$ cat config.mk
export PLATFORM = sky130hd
export DESIGN_NAME = shader_program_loader
export DESIGN_NICKNAME = d
export VERILOG_FILES = /design/src/rtl/shader_program_loader.sv
export SDC_FILE = /design/constraint.sdc
export NUM_CORES = 1
export LEC_CHECK = 0
export ABC_AREA = 1
export BUFFER_PORTS_ARGS = -buffer_cell sky130_fd_sc_hd__buf_4
export CAP_MARGIN = 20
export CORE_UTILIZATION = 61
export DETAILED_ROUTE_END_ITERATION = 10
export PLACE_DENSITY = 0.83
export SETUP_SLACK_MARGIN = 0.05
export SYNTH_ARGS = -nofsm -noshare
export SYNTH_HDL_FRONTEND = slang
export SYNTH_SLANG_ARGS = --single-unit
$ cat constraint.sdc
create_clock -name clk_i -period 1.9 [get_ports clk_i]
set_input_delay 0.475 -clock clk_i [delete_from_list [all_inputs] [get_ports clk_i]]
set_output_delay 0.475 -clock clk_i [all_outputs]
set_load 0.005 [all_outputs]
$ cat src/rtl/shader_program_loader.sv
`default_nettype none
// ============================================================================
// Module   : shader_program_loader
// Purpose  : Upstream feeder for shader_memory. Takes decoded SPI bytes,
//            queues instruction (data) bytes in a FIFO, and replays exactly
//            NUM_INSTR of them to shader_memory as one uninterrupted burst
//            that may only start during vertical blanking, so the program
//            never changes mid-frame. Command bytes drive a small user
//            register file and the arm/clear controls.
// Ports    : clk_i, rst_ni        clock, synchronous active-low reset
//            byte_i, byte_valid_i SPI byte and its one-cycle strobe
//            mode_i               0 = command byte, 1 = instruction byte
//            vblank_i             vertical blanking window
//            memory_instr_o       instruction presented to shader_memory
//            memory_shift_o       shift strobe (high during the burst)
//            memory_load_o        load strobe (high during the burst)
//            registers_o          user registers, reg n at [n*REG_SIZE +: REG_SIZE]
//            busy_o               burst in progress
//            armed_o              load requested, waiting for vblank/data
//            overflow_o           sticky, an instruction byte was dropped
//            program_done_o       one-cycle pulse after a burst
// Revision : 1.0 - initial release
// ============================================================================
module shader_program_loader #(
  parameter int NUM_INSTR  = 12,
  parameter int FIFO_DEPTH = 16,
  parameter int NUM_REGS   = 2,
  parameter int REG_SIZE   = 8
) (
  input  logic                         clk_i,
  input  logic                         rst_ni,
  input  logic [7:0]                   byte_i,
  input  logic                         byte_valid_i,
  input  logic                         mode_i,
  input  logic                         vblank_i,
  output logic [7:0]                   memory_instr_o,
  output logic                         memory_shift_o,
  output logic                         memory_load_o,
  output logic [NUM_REGS*REG_SIZE-1:0] registers_o,
  output logic                         busy_o,
  output logic                         armed_o,
  output logic                         overflow_o,
  output logic                         program_done_o
);

  localparam int PTR_W  = $clog2(FIFO_DEPTH);
  localparam int CNT_W  = PTR_W + 1;
  localparam int BEAT_W = (NUM_INSTR > 1) ? $clog2(NUM_INSTR) : 1;

  localparam logic [7:0]        CMD_CLEAR = 8'h80;
  localparam logic [7:0]        CMD_ARM   = 8'hC0;
  localparam logic [CNT_W-1:0]  C_DEPTH   = CNT_W'(FIFO_DEPTH);
  localparam logic [CNT_W-1:0]  C_NINSTR  = CNT_W'(NUM_INSTR);
  localparam logic [BEAT_W-1:0] C_LAST    = BEAT_W'(NUM_INSTR - 1);

  typedef enum logic [1:0] {
    ST_IDLE = 2'd0,
    ST_LOAD = 2'd1,
    ST_DONE = 2'd2
  } state_t;

  state_t                       state_q, state_d;
  logic [7:0]                   fifo_mem_q [FIFO_DEPTH];
  logic [7:0]                   fifo_mem_d [FIFO_DEPTH];
  logic [PTR_W-1:0]             wr_ptr_q, wr_ptr_d;
  logic [PTR_W-1:0]             rd_ptr_q, rd_ptr_d;
  logic [CNT_W-1:0]             count_q, count_d;
  logic [BEAT_W-1:0]            beat_q, beat_d;
  logic                         armed_q, armed_d;
  logic                         overflow_q, overflow_d;
  logic                         reg_pend_q, reg_pend_d;
  logic [5:0]                   reg_idx_q, reg_idx_d;
  logic [NUM_REGS*REG_SIZE-1:0] registers_q, registers_d;
  logic [7:0]                   instr_q, instr_d;
  logic                         strobe_q, strobe_d;
  logic                         done_q, done_d;

  logic is_data;
  logic is_cmd;
  logic fifo_full;
  logic start;
  logic push;
  logic pop;

  always_comb begin
    state_d     = state_q;
    fifo_mem_d  = fifo_mem_q;
    wr_ptr_d    = wr_ptr_q;
    rd_ptr_d    = rd_ptr_q;
    count_d     = count_q;
    beat_d      = beat_q;
    armed_d     = armed_q;
    overflow_d  = overflow_q;
    reg_pend_d  = reg_pend_q;
    reg_idx_d   = reg_idx_q;
    registers_d = registers_q;
    instr_d     = instr_q;
    strobe_d    = 1'b0;
    done_d      = 1'b0;

    is_data   = byte_valid_i & mode_i;
    is_cmd    = byte_valid_i & ~mode_i;
    // Full is judged on the count before this cycle's pop.
    fifo_full = (count_q == C_DEPTH);
    start     = (state_q == ST_IDLE) & armed_q & vblank_i & (count_q >= C_NINSTR);
    // The first beat is popped on the transition edge so the head shows up
    // registered together with the strobes on the first LOAD cycle.
    pop       = start | ((state_q == ST_LOAD) & (beat_q != C_LAST));
    push      = is_data & ~fifo_full;

    case (state_q)
      ST_IDLE: begin
        if (start) begin
          state_d  = ST_LOAD;
          strobe_d = 1'b1;
          beat_d   = '0;
          armed_d  = 1'b0;
        end
      end
      ST_LOAD: begin
        if (beat_q != C_LAST) begin
          beat_d   = beat_q + BEAT_W'(1);
          strobe_d = 1'b1;
        end else begin
          state_d = ST_DONE;
          done_d  = 1'b1;
        end
      end
      ST_DONE: begin
        state_d = ST_IDLE;
      end
      default: begin
        state_d = ST_IDLE;
      end
    endcase

    if (pop) begin
      instr_d  = fifo_mem_q[rd_ptr_q];
      rd_ptr_d = rd_ptr_q + PTR_W'(1);
    end
    if (push) begin
      fifo_mem_d[wr_ptr_q] = byte_i;
      wr_ptr_d             = wr_ptr_q + PTR_W'(1);
    end
    if (push && !pop) begin
      count_d = count_q + CNT_W'(1);
    end else if (pop && !push) begin
      count_d = count_q - CNT_W'(1);
    end

    if (is_data) begin
      // An instruction byte aborts any half-finished register write.
      reg_pend_d = 1'b0;
      if (fifo_full) begin
        overflow_d = 1'b1;
      end
    end

    if (is_cmd) begin
      if (reg_pend_q) begin
        reg_pend_d = 1'b0;
        for (int n = 0; n < NUM_REGS; n++) begin
          if (reg_idx_q == 6'(n)) begin
            registers_d[n*REG_SIZE +: REG_SIZE] = REG_SIZE'(byte_i);
          end
        end
      end else if (byte_i[7:6] == 2'b01) begin
        reg_pend_d = 1'b1;
        reg_idx_d  = byte_i[5:0];
      end else if (byte_i == CMD_CLEAR) begin
        // No pop can be in flight here: the flush is blocked both during the
        // burst and on the edge that launches it.
        if (!strobe_q && !start) begin
          wr_ptr_d   = '0;
          rd_ptr_d   = '0;
          count_d    = '0;
          overflow_d = 1'b0;
          armed_d    = 1'b0;
        end
      end else if (byte_i == CMD_ARM) begin
        armed_d = 1'b1;
      end
    end
  end

  always_ff @(posedge clk_i) begin
    if (!rst_ni) begin
      state_q     <= ST_IDLE;
      for (int i = 0; i < FIFO_DEPTH; i++) begin
        fifo_mem_q[i] <= '0;
      end
      wr_ptr_q    <= '0;
      rd_ptr_q    <= '0;
      count_q     <= '0;
      beat_q      <= '0;
      armed_q     <= 1'b0;
      overflow_q  <= 1'b0;
      reg_pend_q  <= 1'b0;
      reg_idx_q   <= '0;
      registers_q <= '0;
      instr_q     <= '0;
      strobe_q    <= 1'b0;
      done_q      <= 1'b0;
    end else begin
      state_q     <= state_d;
      fifo_mem_q  <= fifo_mem_d;
      wr_ptr_q    <= wr_ptr_d;
      rd_ptr_q    <= rd_ptr_d;
      count_q     <= count_d;
      beat_q      <= beat_d;
      armed_q     <= armed_d;
      overflow_q  <= overflow_d;
      reg_pend_q  <= reg_pend_d;
      reg_idx_q   <= reg_idx_d;
      registers_q <= registers_d;
      instr_q     <= instr_d;
      strobe_q    <= strobe_d;
      done_q      <= done_d;
    end
  end

  assign memory_instr_o = instr_q;
  assign memory_shift_o = strobe_q;
  assign memory_load_o  = strobe_q;
  assign busy_o         = strobe_q;
  assign registers_o    = registers_q;
  assign armed_o        = armed_q;
  assign overflow_o     = overflow_q;
  assign program_done_o = done_q;

endmodule
`default_nettype wire

==> metrics.md, run 1 <==
| Metric | Value |
|---|---|
| Outcome | complete, no violations |
| Clk slew on worst S/H paths | 60 ps |
| Pre-Repair DR Iteration Count | 6 |
| Top post-synthesis cells by count | 198 x nand2_1, 182 x dfxtp_1, 148 x a21oi_1, 138 x inv_1, 126 x nand3_1 |
| Pin count of the biggest net entering global routing | 85 |
| Clock Path Buffers | 2 |
| Routed len/inst | ~17 µm |
| Mapped Area | 8360 µm² |
| Switching share of power | 0.227 |
| Synthesized area per cell | 7.16 µm² |
| Iteration-0 DRC count of the detailed router | 826 |
| Min Tclk post-route | about 1800 ps |
| Slowest CP cell | dfxtp_1 |
| NetSw | 1.80 mW |
| Routability congestion estimate | 0.878 |
| Clk sink count | 182 |
| Clock skew | 6.49 ps |
| Post-route setup TNS | 0 ps |
| Metal2 WL | 10400 µm |
| Slew Viols, Final | 0 |
| Reg area | 3640 µm² |
| Comb power frac | 0.066 |
| Internal power | 6.12 mW |
| Max Fclk | 554 MHz |
| Top-area cell type share of the netlist area | 0.436 |
| Largest area contributor in the netlist | dfxtp_1 |
| Worst-Skew Late Latency | between 400 and 500 ps |
| Worst path max stage delay | about 350 ps |
| Overall Global Routing Usage | 0.323 |
| ANT cells | 0 |
| Metal3 WL | roughly 1700 µm |
| Max-cap violations | 0 |
| Slew Limit Headroom | 0.644 |
| Synth async-reset ratio | 0 |
| CP Capture Type | register |
| Initial Utilization | 0.629 |
| Filler instances | between 1000 and 1500 |
| Netlist cell types | 37 |
| Highest metal used | met4 |
| EDFF count, synth | 0 |
| Area of the multi-input gates | 3850 µm² |
| Max VDD drop | 0.691 mV |
| IO Port Bufs | between 40 and 50 |
| Main flop type after synthesis | dfxtp_1 |
| Share of cells above drive strength 1 | 0.126 |
| Die height | 119 µm |
| Top-level port count | 43 |
| Setup slack at placement | 38.8 ps |
| Routed Wire Length | 22900 µm |
| Die area | 14200 µm² |
| CP Launch Type | register |
| Delay-heaviest family, CP | buffers and inverters |
| Die X | 119 µm |
| Final setup violation count | 0 |
| First-pass GRT wire length | 35900 µm |
| CP required | 2220 ps |
| Worst Path Arrival | 2130 ps |
| Antenna violations before repair | 0 |
| CTS tree | yes |
| Synthesized Nets | 1189 |
| Mapped Cells | 1167 |
| Final hold slack | around 410 ps |
| CP Class | reg -> reg |
| Antenna Nets Post-Route | 0 |
| Total grt overflow | 0 |
| Residual DRC | 0 |
| Pleak | between 3 and 4 nW |
| Crit Path Max Fanout | 16 |
| Crit share post-route | 0.950 |
| Post-CTS Hold Fix Bufs | 0 |
| CP bufs+invs | 4 |
| Core Rows | 42 |
| Synth Warn # | 0 |
| Met1 Routed Length | approximately 9800 µm |
| H-tree Lvls | 4 |
| Vias in the first global route | 7224 |
| Flop pwr share | 0.490 |
| Clock power frac | 0.444 |
| Yosys reg bits | about 180 |
| Final Util | 0.721 |
| Hold crit path type | in -> reg |
| Top post-synthesis cells by area | dfxtp_1 44%, nand2_1 8.9%, a21oi_1 8.9%, nand3_1 7.5%, o21ai_0 6.8% |
| Core area | ~13000 µm² |
| TritonCTS buffer count | 17 |
| Clk Tree Root Cell | clkbuf_16 |
| Final hold viol count | 0 |
| Crit-path cells | inv_1 -> ha_1 -> nand2_1 -> inv_1 -> a21oi_4 -> buf_4 -> nand3_1 -> buf_4 -> o21ai_0 -> a21oi_1 |
| Area Overhead vs Synth | 14.7% |
| Via count of the routed design | about 8000 |
| Via density | roughly 5.8 |
| Sequential fraction of the synthesis area | 0.436 |
| Power Density | 826 nW/µm² |
| Nets@finish | 1221 |
| Worst-Margin Slew | 533 ps |
| RSZ-0062 raised after global routing | yes |
| Worst setup margin | 95.5 ps |
| Detailed placement HPWL | 14500 µm |
| Count leader, synth | nand2_1 |
==> worst min-delay path: cells and delay by family <==
family,cells,cell delay [ps]
and+or+nand+nor,1,60
buffers and inverters,2,190
AOI/OAI and AO/OA,1,60
==> layout by cell type, fill, tap and decap left out, types with 2 or more instances in the layout <==
cell type,synthesis,final
nand2_2,5,2
clkbuf_1,37,5
buf_12,0,6
clkinv_1,2,2
bufinv_16,0,2
a21oi_1,148,148
nand2_4,0,3
ha_1,9,9
inv_2,6,7
nand4_1,4,4
nor3_1,12,12
nand3_4,9,9
nor2_1,69,69
xor2_1,4,4
inv_1,138,136
clkbuf_16,0,17
o21ai_2,1,3
nand3_1,126,126
o211ai_1,6,6
nor2_4,3,4
o21ai_0,113,84
clkbuf_8,0,5
o21ai_1,34,61
buf_4,9,83
nor4_1,8,8
dfxtp_1,182,181
nand2_1,198,197
nand3_2,1,3
==> power by group through the flow <==
| stage | Sequential (mW) | Clock [mW] | Combinational, mW |
|---|---|---|---|
| global placement | 3.96 | 0 | 0.469 |
| global route | 3.88 | 3.70 | 0.562 |
| detailed placement | 3.97 | 0 | 0.475 |
| finish | 3.88 | 3.51 | 0.523 |
| floorplan | 3.96 | 0 | 0.301 |
| CTS | 3.88 | 3.51 | 0.491 |
==> registers in the layout, indices dropped and copies added (netlist names) <==
register	count
fifo_mem_q	128
armed_o	1
reg_idx_q	6
busy_o	1
wr_ptr_q	4
memory_instr_o	8
reg_pend_q	1
state_q	2
program_done_o	1
count_q	5
registers_o	16
beat_q	4
rd_ptr_q	4
overflow_o	1
==> repair_timing <==
| item | in CTS | in global routing |
|---|---|---|
| cloned | 0 | 2 |
| pin swaps | 1 | 3 |
| gates resized for setup | 1 | 43 |
| endpoints found under the setup margin | 17 | 94 |
| buffers inserted | 4 | 1 |
==> metal layers <==
metal / up-vias / track usage
li1: 3886 / -
met1: 3663 / 0.426
met2: 381 / 0.505
met3: 81 / 0.0618
met4: 0 / 0.160
met5: - / 0
==> final timing paths <==
kind                  startpoint        endpoint  slack (ps)  cells after the start
setup / recovery      count_q[1]  fifo_mem_q[15]         100                     10
hold / removal      byte_valid_i      reg_pend_q         410                      4
setup reg to reg      count_q[1]  fifo_mem_q[15]         100                     10
hold reg to reg   fifo_mem_q[63]  fifo_mem_q[63]         440                      2
==> cell type report <==
class                   count  share of cell area
repair buffers             89              0.0775
flip-flops and latches    182               0.380
well taps                 176              0.0230
inverters                 146              0.0574
multi-input cells         763               0.402
clock buffers              27              0.0535
clock inverters             3             0.00679
==> cells by family after synthesis <==
| group | share of synthesized area |
|---|---|
| AND/OR/NAND/NOR | 0.248 |
| AO/OA/AOI/OAI | 0.188 |
| buffers and inverters | 0.111 |
| flip-flops | 0.436 |
| adder cells (fa/ha/maj) | 0.0135 |
| XOR/XNOR | 0.00419 |
==> metrics by stage <==
stage / instances / total power [mW] / cell area, µm²
3_3_place_gp: 1349 / 4.43 / 8880
2_1_floorplan: 1167 / 4.26 / 8360
4_1_cts: 1383 / 7.89 / 9500
3_5_place_dp: 1349 / 4.44 / 8880
5_1_grt: 1386 / 8.14 / 9590
6_report: 1386 / 7.92 / 9590
Note: power is estimated with default switching activity, not from simulation.
==> run 2: changes to the inputs <==
- CORE_UTILIZATION: 61 -> 63
- CTS_BUF_LIST: unset -> sky130_fd_sc_hd__clkbuf_2
- CTS_CLUSTER_SIZE: unset -> 25
- PLACE_DENSITY: 0.83 -> 0.86
- REMOVE_ABC_BUFFERS: unset -> 1
==> run 2 against run 1 <==
Effect of this change: sequential power about the same; first-iteration DRC count is 1.2% lower; via count down 2.8%; global-route usage down 0.22 points; critical path depth decreased by 9; sequential share of layout area is 1.7 points higher; core utilization fell by 0.092 points; clock power decreased by 44%; clock skew increased by 26 ps; hold slack worse by 350 ps; wire length is 7.1% lower; critical endpoint is now memory_instr_o[4].
==> metrics.md, run 2 (synthesis results as in run 1) <==
| Metric | Value |
|---|---|
| Outcome | complete, no violations |
| RSZ-0062 raised after global routing | yes |
| ANT cells | 0 (unchanged) |
| Residual DRC | 0 (unchanged) |
| CP Class | reg -> out |
| Commonest non-fill, non-tap cell in the layout | nand2_1 |
| Crit path from | memory_instr_o[4] |
| H-tree Lvls | 4 (unchanged) |
| Layout Cells excl Fill | 1374 (-0.87%) |
| Clk slew on worst S/H paths | 230 ps (+170 ps) |
| Final hold viol count | 0 (unchanged) |
| Placed cells | 1337 (-0.89%) |
| CP Launch Type | register |
| Routed len/inst | 15.5 µm (-6.3%) |
| First-pass GRT wire length | 33500 µm (-6.8%) |
| Via density | 5.67 (-1.9%) |
| Max-cap violations | 0 (unchanged) |
| Core Rows | 41 (-2.4%) |
| Power Density | 693 nW/µm² (-16%) |
| Pre-Repair DR Iteration Count | 7 (+1) |
| Clock Path Buffers | 2 (unchanged) |
| Delay-heaviest family, CP | flip-flops |
| Min Tclk post-route | 1790 ps (-19.3 ps) |
| Total grt overflow | 0 (unchanged) |
| Setup slack at placement | 89.4 ps (+50.6 ps) |
| Slew Limit Headroom | 0.644 (about the same) |
| Vias in the first global route | 6867 (-4.9%) |
| Worst-Skew Late Latency | 780 ps (+350 ps) |
| Worst Path Arrival | 1310 ps (-820 ps) |
| Routability congestion estimate | 0.871 (-0.84%) |
| Hold path depth | 3 (-1) |
| Crit path depth | 1 (-9) |
| Max Fclk | 560 MHz (+1.1%) |
| Hold Path End | fifo_mem_q[111] |
| Crit Path Max Fanout | 2 (-14) |
| Pin count of the biggest net entering global routing | 79 (-7.1%) |
| Most frequent cells in the layout | 197 x nand2_1, 174 x dfxtp_1, 148 x a21oi_1 |
| Clk Tree Root Cell | clkbuf_2 |
| Final Util | 0.720 (-0.000916) |
| Routed Wire Length | 21300 µm (-7.1%) |
| Filler instances | 988 (-6.3%) |
| Worst path max stage delay | 420 ps (+70 ps) |
| Nets@finish | 1213 (-0.66%) |
| Hold crit path type | in -> reg |
| FF-to-FF path depth | 11 (+1) |
| CP Capture Type | primary output |
| Initial Utilization | 0.655 (+0.0257) |
| Clk sink count | 182 (unchanged) |
| CP bufs+invs | 1 (-3) |
| Die X | 117 µm (-1.6%) |
| Worst setup margin | 115 ps (+19.3 ps) |
| Clock skew | 32.2 ps (+25.7 ps) |
| Area Overhead vs Synth | 10.0% |
| IO Port Bufs | 42 (unchanged) |
| Slew Viols, Final | 0 (unchanged) |
| Top-level port count | 43 (unchanged) |
| Antenna Nets Post-Route | 0 (unchanged) |
| R2r endpoint | fifo_mem_q[117] |
| Die height | 117 µm (-1.6%) |
| Reg-to-reg slack, setup | 140 ps (+40 ps) |
| Slowest CP cell | dfxtp_2 |
| TritonCTS buffer count | 17 (unchanged) |
| Crit-path cells | buf_4 |
| Pleak | 3.70 nW (-4.6%) |
| Overall Global Routing Usage | 0.321 (-0.00223) |
| Share of cells above drive strength 1 | 0.123 (-0.00332) |
| Worst reg2reg startpoint | count_q[0] |
| Hold_sp | byte_i[7] |
| Top reg by flops | fifo_mem_q |
| Final setup violation count | 0 (unchanged) |
| Die area | 13700 µm² (-3.1%) |
| Antenna violations before repair | 0 (unchanged) |
| Via count of the routed design | 7790 (-2.8%) |
| CTS tree | yes |
| Iteration-0 DRC count of the detailed router | 816 (-1.2%) |
| Number of flip-flops under the largest register name | 128 (unchanged) |
| Detailed placement HPWL | 13700 µm (-5.9%) |
| Max VDD drop | 0.522 mV (-25%) |
| Crit share post-route | 0.940 (-0.0102) |
| CP required | 1420 ps (-800 ps) |
| Core area | 12800 µm² (-3.9%) |
| Worst-Margin Slew | 534 ps (+0.768 ps) |
[run 2: changes by cell type in the layout (fill, tap and decap cells not counted), moves of 4 or more]
cell           before  now
o21ai_0            84  107
o21ai_1            61   40
clkbuf_2            0   20
clkbuf_16          17    0
buf_4              83   69
dfxtp_1           181  174
dfxtp_2             1    7
clkbuf_1            5    0
clkbuf_8            5    0
dlygate4sd3_1       0    4
[run 2: area by class of cell]
| class | count | area, µm² | area share |
|---|---|---|---|
| flip-flops and latches | 182 | 3660 | 0.397 |
| inverters | 146 | 561 | 0.0609 |
| clock inverters | 10 | 131 | 0.0143 |
| clock buffers | 20 | 100 | 0.0109 |
| well taps | 172 | 215 | 0.0234 |
| multi-input cells | 761 | 3800 | 0.413 |
| repair buffers | 83 | 732 | 0.0796 |
[run 2: worst reg2reg max path, cell delays in order, from the launching register on]
cell and delay, ps:
dfxtp_2 380, inv_1 50, ha_1 190, nand2_1 60, inv_1 70, a21oi_4 150
buf_12 190, nand3_1 160, clkinv_4 160, buf_4 130, o21ai_1 50, a21oi_1 110
[run 2: where the power goes]
group	leakage [nW]	total [mW]	internal (mW)	switching, mW
clock network	0.141	1.98	0.726	1.25
registers	1.47	3.89	3.87	0.0255
logic	2.08	0.504	0.163	0.342
[run 2: how the worst max path moves through the flow]
| stage | endpoint | slack [ps] |
|---|---|---|
| floorplan | memory_instr_o[4] | -1040 |
| global placement | registers_o[9] | 140 |
| detailed placement | registers_o[13] | 90 |
| CTS | memory_instr_o[4] | 60 |
| global route | fifo_mem_q[1] | 30 |
| finish | memory_instr_o[4] | 110 |
[run 2: per-stage QoR]
step | power, mW | setup TNS, ps | hold slack (ps) | instance area (µm²)
finish | 6.38 | 0 | 64.6 | 9200
global route | 6.62 | 0 | 25.9 | 9200
CTS | 6.38 | 0 | 1.25 | 9100
detailed placement | 4.44 | 0 | 436 | 8850
global placement | 4.43 | 0 | 431 | 8850
floorplan | 4.20 | -11490 | 420 | 7980
[run 2: per-layer routing]
layer	share of wire	global-route usage	wire length [µm]
met4	0.036	0.159	765
met2	0.47	0.519	9900
met1	0.41	0.409	8660
met3	0.091	0.0649	1940
met5	0	0	0
[run 2: what timing repair did]
action,CTS,global route
buffers inserted,0,3
hold buffers,2,2
hold endpoints to repair,4,2
gates resized for setup,0,27
setup endpoints to repair,0,58
